**config.mk**
```make
export PLATFORM = sky130hd
export DESIGN_NAME = tt_um_drops
export DESIGN_NICKNAME = d
export VERILOG_FILES = /design/src/rtl/tt_um_drops.sv
export SDC_FILE = /design/constraint.sdc
export NUM_CORES = 1
export LEC_CHECK = 0
export CAP_MARGIN = 15
export CORE_AREA = 2 2 48 84
export CTS_CLUSTER_DIAMETER = 80
export DETAILED_ROUTE_END_ITERATION = 10
export DIE_AREA = 0 0 50 86
export PLACE_DENSITY = 0.73
export SLEW_MARGIN = 10
export SYNTH_ARGS = -nofsm -noshare
export SYNTH_HDL_FRONTEND = slang
export SYNTH_SLANG_ARGS = --single-unit
```
**constraint.sdc**
```tcl
create_clock -name clk -period 3.14 [get_ports clk]
set_clock_uncertainty 0.1 [all_clocks]
set_input_delay 0.314 -clock clk [delete_from_list [all_inputs] [get_ports clk]]
set_output_delay 0.314 -clock clk [all_outputs]
set_load 0.01 [all_outputs]
```
**src/rtl/tt_um_drops.sv**
```systemverilog
// Falling-drop animation on a seven-segment digit.
// A programmable prescaler paces a drop through the TOP..BOTTOM frames.
// Each drop ends in a SPLASH frame, which advances an 8-bit drop counter,
// and the drop then alternates between the left and right columns.
module tt_um_drops (
  input  logic       clk,
  input  logic       rst_n,    // active-high despite the name
  input  logic       ena,
  input  logic [7:0] ui_in,
  input  logic [7:0] uio_in,
  output logic [7:0] uo_out,
  output logic [7:0] uio_out,
  output logic [7:0] uio_oe
);

  typedef enum logic [2:0] {
    IDLE   = 3'd0,
    TOP    = 3'd1,
    UPPER  = 3'd2,
    MID    = 3'd3,
    LOWER  = 3'd4,
    BOTTOM = 3'd5,
    SPLASH = 3'd6
  } state_t;

  state_t      state, state_next;
  logic [10:0] prescaler;
  logic [11:0] period;
  logic        col;
  logic [7:0]  drops;
  logic        step_s1, step_s2, step_prev;
  logic        pause;
  logic        tick, timer_tick, step_tick;

  // Spare inputs are intentionally ignored.
  logic unused_inputs;
  assign unused_inputs = &{1'b0, ui_in[7:5], uio_in};

  assign pause      = ui_in[3];
  // The period needs 12 bits because speed 7 gives 2048.
  assign period     = 12'd16 << ui_in[2:0];
  // Compare with >= so that lowering the speed mid-count fires on the next cycle.
  assign timer_tick = !pause && ({1'b0, prescaler} >= (period - 12'd1));
  assign step_tick  = pause && step_s2 && !step_prev;
  assign tick       = timer_tick || step_tick;

  // Prescaler, step synchroniser, drop counter, column bit and state register.
  // NOTE: sequential state uses non-blocking assignments so every flop samples pre-edge values.
  always_ff @(posedge clk or posedge rst_n) begin
    if (rst_n) begin
      prescaler <= '0;
      step_s1   <= 1'b0;
      step_s2   <= 1'b0;
      step_prev <= 1'b0;
      drops     <= '0;
      col       <= 1'b0;
      state     <= IDLE;
    end else if (ena) begin
      step_s1   <= ui_in[4];
      step_s2   <= step_s1;
      step_prev <= step_s2;
      if (timer_tick)
        prescaler <= '0;
      else if (!pause)
        prescaler <= prescaler + 11'd1;
      if (tick && state == BOTTOM)
        drops <= drops + 8'd1;
      if (tick && state == SPLASH)
        col <= ~col;
      state <= state_next;
    end
  end

  // Next-state logic: one frame per tick; IDLE is only re-entered via reset.
  // NOTE: the default assignment first keeps this block free of inferred latches.
  always_comb begin
    state_next = state;
    if (tick) begin
      unique case (state)
        IDLE:    state_next = TOP;
        TOP:     state_next = UPPER;
        UPPER:   state_next = MID;
        MID:     state_next = LOWER;
        LOWER:   state_next = BOTTOM;
        BOTTOM:  state_next = SPLASH;
        SPLASH:  state_next = TOP;
        default: state_next = IDLE;
      endcase
    end
  end

  // Segment decode straight from the state register (bit0=a .. bit6=g).
  always_comb begin
    uo_out = 8'h00;
    unique case (state)
      IDLE:    uo_out = 8'h00;
      TOP:     uo_out = 8'h01;                  // a
      UPPER:   uo_out = col ? 8'h02 : 8'h20;    // b : f
      MID:     uo_out = 8'h40;                  // g
      LOWER:   uo_out = col ? 8'h04 : 8'h10;    // c : e
      BOTTOM:  uo_out = 8'h08;                  // d
      SPLASH:  uo_out = 8'h9C;                  // c+d+e plus splash flag
      default: uo_out = 8'h00;
    endcase
  end

  assign uio_out = drops;
  assign uio_oe  = 8'hFF;

endmodule

```
# --- After elaboration in Yosys (flattened, before gate mapping) ---
# Cells that the tools add are included.
classes:
  add_sub_neg: 3
  multipliers: 0
  div_mod_pow: 0
  magnitude_cmp: 1
  eq_ne: 7
  shifts: 1
  n_mux: 6
  n_bitwise: 1
  n_reduce_logical: 14
ops:
  columns: ["operator", "count"]
  rows:
  - ["case mux 8 bit (6 select lines)", 1]
  - ["two-way mux 11 bit", 2]
  - ["case mux 3 bit (6 select lines)", 1]
  - [">= comparator 11 x 12 -> 1 bit", 1]
  - ["left shift 5 x 3 -> 12 bit, first input constant", 1]
  - ["subtractor 12 x 1 -> 12 bit, second input constant", 1]
  - ["adder 11 x 1 -> 11 bit, second input constant", 1]
  - ["equality test 3 bit, second input constant", 3]
  - ["adder 8 x 1 -> 8 bit, second input constant", 1]
  - ["AND reduction 2 bit", 4]
  - ["equality test 3 x 2 -> 1 bit, second input constant", 2]
  - ["two-way mux 6 bit", 1]
  - ["logical AND 1 bit", 5]
  - ["two-way mux 5 bit", 1]
  - ["equality test 3 x 1 -> 1 bit, second input constant", 1]
  - ["zero test 3 bit", 1]
  - ["zero test 1 bit", 2]
  - ["inequality test 2 x 1 -> 1 bit, second input constant", 1]
  - ["OR reduction 2 bit", 1]
  - ["logical OR 1 bit", 1]
  - ["inverter 1 bit", 1]
totals:
  regBits: 26
  latch_bits: 0
  ramBits: 0
  romBits: 0
  in_bits: 19
  memories: 0

# --- Logic depth before layout (Yosys ltp) ---
# Gate-level depths: netlist of run 1.
logic_depth:
  word_depth: 7
  mapped_depth: 9

# --- Least setup slack after synthesis of run 1 ---
# Ideal clock, no wire load.
synth_timing:
  path_type: "flip-flop to flip-flop"
  from: "register prescaler[7]"
  to: "register drops[1], in the netlist uio_out[1]"
  setup_time_ps: 125
  t_arrival_ps: 2022
  required_time_ps: 2915
  path_slack_ps: 893
  stages_incl_launch_ff: 9
  path_buffers: 1
  synth_period_minus_slack_ps: 2247
  cell_sequence: "dfrtp_1 > ha_1 > nand2_1 > o31a_1 > a31oi_4 > o21a_1 > buf_6 > and3_4 > mux2_4"
synth_via:
  elab_chain_len: 5
synth_rtl:
  columns: ["item", "line_no", "source"]
  rows:
  - ["start: declaration", "27", "logic [10:0] prescaler;"]
  - ["start signal: assignment", "65", "prescaler <= prescaler + 11'd1;"]
  - [">= comparator 11 x 12 -> 1 bit", "43", "assign timer_tick = !pause && ({1'b0, prescaler} >= (period - 12'd1));"]
  - ["logical AND 1 bit", "43", null]
  - ["logical OR 1 bit", "45", "assign tick = timer_tick || step_tick;"]
  - ["logical AND 1 bit", "66", "if (tick && state == BOTTOM)"]
  - ["AND reduction 2 bit (no line)", null, null]
  - ["end signal: assignment", "67", "drops <= drops + 8'd1;"]
  - ["end: declaration", "30", "logic [7:0] drops;"]
# No other way between the ends.
# A chain may end at the register's enable or synchronous reset.

# --- Worst setup path in the final report of run 1 ---
layout_timing:
  from: "input ui_in[2]"
  to: "register drops[1], in the netlist uio_out[1]"
layout_via:
  elab_chain_len: 7
layout_rtl:
  columns: ["item", "line_no", "source"]
  rows:
  - ["start: declaration", "9", "input logic [7:0] ui_in,"]
  - ["left shift 5 x 3 -> 12 bit", "41", "assign period = 12'd16 << ui_in[2:0];"]
  - ["subtractor 12 x 1 -> 12 bit", "43", null]
  - [">= comparator 11 x 12 -> 1 bit", "43", null]
  - ["logical AND 1 bit", "43", null]
  - ["logical OR 1 bit", "45", null]
  - ["logical AND 1 bit", "66", null]
  - ["AND reduction 2 bit (no line)", null, null]
# No other way between the ends.

==> results by group, run 1 <==
Cells and area
  • Area Overhead vs Synth: 19.0%
  • ANT cells: 0
  • Layout cells sized above 1: 9.14%
  • Layout net count: 215

Critical path
  • WP data required: 3.20 ns
  • Critical R2R Launch: prescaler[9]$_DFFE_PP0P_
  • Max FO, Critical Path: 8
  • Crit path kind: primary input to register
  • Arrival @ worst endpoint: approximately 2.6 ns
  • Reg2Reg Depth: 7
  • RR Endpoint: uio_out[1]$_DFFE_PP0P_
  • Reg2reg setup slack: 0.81 ns
  • Nature of the critical path startpoint: primary input
  • Critical Path Sink Type: register
  • CP startpoint: ui_in[2]

Logic synthesis
  • Top-count cell post-synth: dfrtp_1
  • Synth Flop Type: dfrtp_1
  • Flops & latches, synth: 26
  • YS warnings: 0
  • Sequential share of the synthesized area: between 40% and 50%
  • Leading post-synthesis cells by cell area: dfrtp_1, ha_1, xnor2_1
  • Post-synth EDFFs: 0
  • Area of the mapped netlist: roughly 1600 um^2
  • Area share of the largest cell type after synthesis: between 40% and 50%
  • Post-Synthesis Cells: 163
  • Syn Area/Cell: approximately 9.7 um^2
  • Unique masters post-synth: 38
  • Biggest area consumer among synthesized cells: dfrtp_1
  • Synth top cells by count: dfrtp_1, nand2_1, nand3_1, nor2_1, o21ai_0
  • Fraction of registers with async set/reset: 100%

Run
  • Max-Cap Viols: 0

Clock network
  • Clock tree from TritonCTS: done
  • Post-CTS sizing: 0
  • Setup repair bufs after CTS: 0
  • Htree depth: 1
  • Clock slew at reported path FFs: about 0.09 ns
  • Cts bufs inserted: 3
  • Clk sink count: 26
  • Bufs on Longest Clock Path: 2
  • Later-pin clock latency in the skew report: 0.27 ns
  • Hold-fix buffers at CTS: 0
  • Root Buffer: clkbuf_8

Placed design
  • DP HPWL: 2420 um
  • Placer Congestion: 0.798
  • Buffers on Ports: 23

Detailed routing
  • Detailed-route via count: between 1,000 and 1,500
  • Antenna viol nets, final: 0
  • Vias per cell: 5.19
  • Iter 0 DRT Violations: 11
  • Drt pass-1 iters: 4
  • Final wirelength: 3060 um
  • Routed length per instance: 13.2 um
  • DRC: 0

Timing
  • Final setup fails: 0
  • Least-Margin Pin Slew: 0.963 ns
  • Final hold slack: 0.390 ns
  • RSZ-0062 raised after global routing: false
  • Slew margin rel.: between 30% and 40%
  • Fmax: just under 0.4 GHz
  • Fin. max-slew vios: 0
  • Setup TNS: 0 ns
  • Period utilization: 82.3%
  • Post-layout min period: between 2 and 3 ns
  • Final hold vios: 0

Min path
  • Hold Path Class: register to register
  • Worst hold path cell count: 2
  • Hold Path Sink: step_s2$_DFFE_PP0P_
  • Hold Path Origin: step_s1$_DFFE_PP0P_

Outcome
  • Outcome: complete, no violations

Power and ir drop
  • Clock power frac: 24.8%
  • Pwr/cell area: 588 nW/um^2
  • Fraction of power spent switching nets: between 30% and 40%
  • Combinational Power Share: a little under a third
  • Net Sw Power: 349 uW
  • Worst ir drop on vdd: between 0.5 and 0.6 mV
  • P_int: ~750 uW
  • Leak: 0.856 nW
  • Sequential share of power: between 40 and 50%

Floorplan
  • # rows: 29
  • # IOs: 43
  • DIE AREA: 4300 um^2
  • Die Ht: 86 um
  • Die width: 50 um
  • CORE AREA: 3590 um^2
  • Initial Util: 43.9%

Global route
  • GRT overflow: 0
  • Number of antenna violations at the first check in global routing: 0
  • Global-route total usage across every layer: 15.7%
  • Global-route wire length before repair: 5330 um
  • Largest net degree at the start of global routing: 27
  • Number of global-route vias before repair: 1,208
worst max path at each step:
stage                        endpoint  slack [ns]  cells after the start
2_1_floorplan  uio_out[1]$_DFFE_PP0P_        0.89                      8
3_3_place_gp   uio_out[1]$_DFFE_PP0P_        0.30                      9
6_report       uio_out[1]$_DFFE_PP0P_        0.56                      9
5_1_grt        uio_out[2]$_DFFE_PP0P_        0.45                     10
4_1_cts        uio_out[1]$_DFFE_PP0P_        0.54                      9
3_5_place_dp   uio_out[1]$_DFFE_PP0P_        0.26                      9
cells by family (layout without fill, tap and decap cells):
family | after synthesis | after routing | synth area share (%)
AO/OA/AOI/OAI | 24 | 24 | 10.3
XOR/XNOR | 16 | 16 | 8.89
adder cells (fa/ha/maj) | 9 | 9 | 7.14
buffers and inverters | 17 | 33 | 7.38
flip-flops | 26 | 26 | 41.3
multiplexers | 3 | 3 | 2.38
other | 1 | 8 | 0.238
AND/OR/NAND/NOR | 67 | 67 | 22.4
registers in the layout, summed over array words and instances (netlist names):
name       flops
state          3
step_prev      1
step_s1        1
step_s2        1
col            1
uio_out        8
prescaler     11
cell usage in the layout, fill, tap and decap left out, types with 3 or more instances in the layout:
cell / instances
dfrtp_1: 26
clkdlybuf4s50_1: 23
nand2_1: 14
nand3_1: 12
nor2_1: 12
o21ai_0: 10
ha_1: 9
xnor2_1: 8
xor2_1: 8
conb_1: 8
a21oi_1: 6
and3_1: 5
inv_1: 4
nor3_1: 4
and4_1: 3
clkbuf_8: 3
power by group through the flow:
stage	clock network [mW]	logic [mW]	registers, mW
4_1_cts	0.276	0.345	0.489
2_1_floorplan	0	0.235	0.469
6_report	0.273	0.340	0.490
5_1_grt	0.292	0.380	0.502
3_3_place_gp	0	0.331	0.488
3_5_place_dp	0	0.340	0.494
per-stage QoR:
| step | worst slack (ns) | total power [mW] | utilization [%] | instances | cell area (um^2) |
|---|---|---|---|---|---|
| after CTS | 0.538 | 1.11 | 52.2 | 232 | 1880 |
| final | 0.557 | 1.10 | 52.2 | 232 | 1880 |
| after global placement | 0.302 | 0.818 | 50.2 | 228 | 1800 |
| after global routing | 0.454 | 1.17 | 52.2 | 232 | 1880 |
| after detailed placement | 0.258 | 0.834 | 50.2 | 228 | 1800 |
| after floorplan | 0.893 | 0.704 | - | 170 | 1600 |
worst max-delay path, cell delays in order:
cell             delay, ns
clkdlybuf4s50_1       0.57
nand2_1               0.09
ha_1                  0.29
a21o_1                0.18
a21oi_1               0.30
a31oi_4               0.18
o21a_1                0.24
and3_4                0.19
mux2_4                0.29
routing by layer:
layer	vias to the layer above	share of wire, %	track usage (%)
met4	0	2.3	7.32
met5	-	0	0
met1	576	40	16.7
met3	7	3.0	1.39
met2	27	55	29.9
li1	594	-	-
layout make-up:
class                           instances  area [um^2]
Fill cell                             319         1720
Multi-Input combinational cell        127          836
Timing Repair Buffer                   25          245
Clock inverter                          1         30.0
Tap cell                               46         57.6
Sequential cell                        26          651
Inverter                                4         15.0
Clock buffer                            3         41.3
Note: power is estimated with default switching activity, not from simulation.
==> run 2, diff against run 1 <==
==> constraint.sdc (replaced) <==
create_clock -name clk -period 2.6 [get_ports clk]
set_clock_uncertainty 0.1 [all_clocks]
set_input_delay 0.26 -clock clk [delete_from_list [all_inputs] [get_ports clk]]
set_output_delay 0.26 -clock clk [all_outputs]
set_load 0.01 [all_outputs]
==> results by group, run 2 (synthesized netlist as in run 1, its figures left out) <==
Cells and area
  • Area Overhead vs Synth: 20.9%
  • Max reg flops: 11 (unchanged)
  • Layout net count: 219 (+1.9%)
  • ANT cells: 0 (unchanged)
  • Layout fillers: 334 (+4.7%)
  • Layout cells sized above 1: 11.1% (+1.9 points)
  • Post-Layout Cell Count: 236 (+1.7%)
  • Reg with most FFs: prescaler
  • Multi-input logic area: 836 um^2 (unchanged)
  • Commonest non-fill, non-tap cell in the layout: dfrtp_1
  • Most frequent cells in the layout: dfrtp_1, clkdlybuf4s50_1, nand2_1
  • Register area: 651 um^2 (unchanged)

Power and ir drop
  • Worst ir drop on vdd: 0.468 mV (-13%)
  • Combinational Power Share: 30.9% (about the same)
  • Leak: 0.876 nW (+2.3%)
  • Net Sw Power: 424 uW (+21%)
  • Clock power frac: 24.9% (about the same)
  • Final Power: 1.34 mW (+21%)
  • P_int: 913 uW (+21%)
  • Fraction of power spent switching nets: 31.7% (+0.035 points)
  • Pwr/cell area: 702 nW/um^2 (+19%)
  • Sequential share of power: 44.2% (-0.2 points)

Global route
  • Global-route total usage across every layer: 15.9% (+0.18 points)
  • Largest net degree at the start of global routing: 27 (unchanged)
  • Global-route wire length before repair: 5370 um (+0.79%)
  • GRT overflow: 0 (unchanged)
  • Number of global-route vias before repair: 1,240 (+2.6%)
  • Number of antenna violations at the first check in global routing: 0 (unchanged)

Clock network
  • Later-pin clock latency in the skew report: 0.27 ns (about the same)
  • Post-CTS sizing: 0 (unchanged)
  • Root Buffer: clkbuf_8
  • Clock slew at reported path FFs: 0.09 ns (about the same)
  • Cts bufs inserted: 3 (unchanged)
  • Clk sink count: 26 (unchanged)
  • Setup repair bufs after CTS: 0 (unchanged)
  • Clock tree from TritonCTS: done
  • Htree depth: 1 (unchanged)
  • Hold-fix buffers at CTS: 0 (unchanged)
  • Bufs on Longest Clock Path: 2 (unchanged)

Critical path
  • WP data required: 2.67 ns (-0.53 ns)
  • Critical Path Sink Type: register
  • Max FO, Critical Path: 7 (-1)
  • Arrival @ worst endpoint: 2.48 ns (-0.16 ns)
  • CP startpoint: ui_in[2]
  • Crit path kind: primary input to register
  • Critical R2R Launch: prescaler[7]$_DFFE_PP0P_
  • Nature of the critical path startpoint: primary input

Timing
  • RSZ-0062 raised after global routing: false
  • Fin. max-slew vios: 0 (unchanged)
  • Fmax: 0.414 GHz
  • Post-layout min period: 2.42 ns
  • Final setup fails: 0 (unchanged)
  • Final hold vios: 0 (unchanged)
  • Period utilization: approximately 93%

Placed design
  • Buffers on Ports: 23 (unchanged)
  • DP HPWL: 2450 um (+1.4%)
  • Placer Congestion: 0.801 (+0.33%)
  • Dpl cells: 232 (+1.8%)

Min path
  • Hold Path Class: primary input to asynchronous set/reset pin

Floorplan
  • # IOs: 43 (unchanged)
  • Initial Util: 43.9% (unchanged)
  • # rows: 29 (unchanged)
  • Die width: 50 um (unchanged)
  • CORE AREA: 3590 um^2 (unchanged)
  • Die Ht: 86 um (unchanged)
  • DIE AREA: 4300 um^2 (unchanged)

Detailed routing
  • Iter 0 DRT Violations: 24 (+13)
  • DRC: 0 (unchanged)
  • Vias per cell: 5.19 (+0.10%)
  • Detailed-route via count: 1,226 (+1.8%)
  • Final wirelength: 3150 um (+3.1%)
  • Drt pass-1 iters: 4 (unchanged)
  • Antenna viol nets, final: 0 (unchanged)
  • Routed length per instance: 13.4 um (+1.3%)

Outcome
  • Outcome: complete, no violations

Run
  • Max-Cap Viols: 0 (unchanged)
-- run 2: power groups by stage --
stage               logic, mW  clock network [mW]  registers [mW]
floorplan               0.284                   0           0.566
global placement        0.402                   0           0.589
detailed placement      0.417                   0           0.598
CTS                     0.421               0.337           0.591
global route            0.464               0.358           0.607
finish                  0.413               0.333           0.591
-- run 2: cell type report --
| type | instances | share of cell area (%) |
|---|---|---|
| inverters | 4 | 0.788 |
| clock inverters | 1 | 1.58 |
| flip-flops and latches | 26 | 34.1 |
| clock buffers | 3 | 2.17 |
| repair buffers | 29 | 14.4 |
| well taps | 46 | 3.02 |
| multi-input cells | 127 | 43.9 |
-- run 2: per-layer routing --
metal  vias to the layer above  wire, um  track usage (%)
met4                         0        60             6.82
li1                        599         -                -
met5                         -         0                0
met2                        29      1730             30.1
met3                         7       107             1.39
met1                       591      1260             17.2
-- run 2: worst paths after layout --
check                                           endpoint  slack, ns  depth (start not counted)
worst min-delay path              uio_out[5]$_DFFE_PP0P_       0.23                          3
worst min register to register    uio_out[7]$_DFFE_PP0P_       0.40                          1
worst max register to register    uio_out[1]$_DFFE_PP0P_       0.37                          7
max in group asynchronous       prescaler[1]$_DFFE_PP0P_       1.92                          3
min in group clk                  uio_out[7]$_DFFE_PP0P_       0.40                          1
worst max-delay path              uio_out[1]$_DFFE_PP0P_       0.18                          9
-- run 2: worst max-delay path, cell delays in order --
cell	delay (ns)
clkdlybuf4s50_1	0.58
nand2_1	0.09
ha_1	0.29
a21o_1	0.18
a21oi_1	0.27
a31oi_4	0.13
o21a_1	0.22
and3_4	0.18
mux2_4	0.29
-- run 2: per-stage QoR --
step	area (um^2)	setup slack [ns]	hold slack (ns)	util (%)	setup TNS, ns
finish	1910	0.182	0.230	53.0	0
global route	1910	0.0500	0.271	53.0	0
CTS	1910	0.165	0.247	53.0	0
detailed placement	1830	-0.119	0.381	51.1	-0.517
global placement	1830	-0.0939	0.382	51.1	-0.241
floorplan	1600	0.353	0.200	-	0
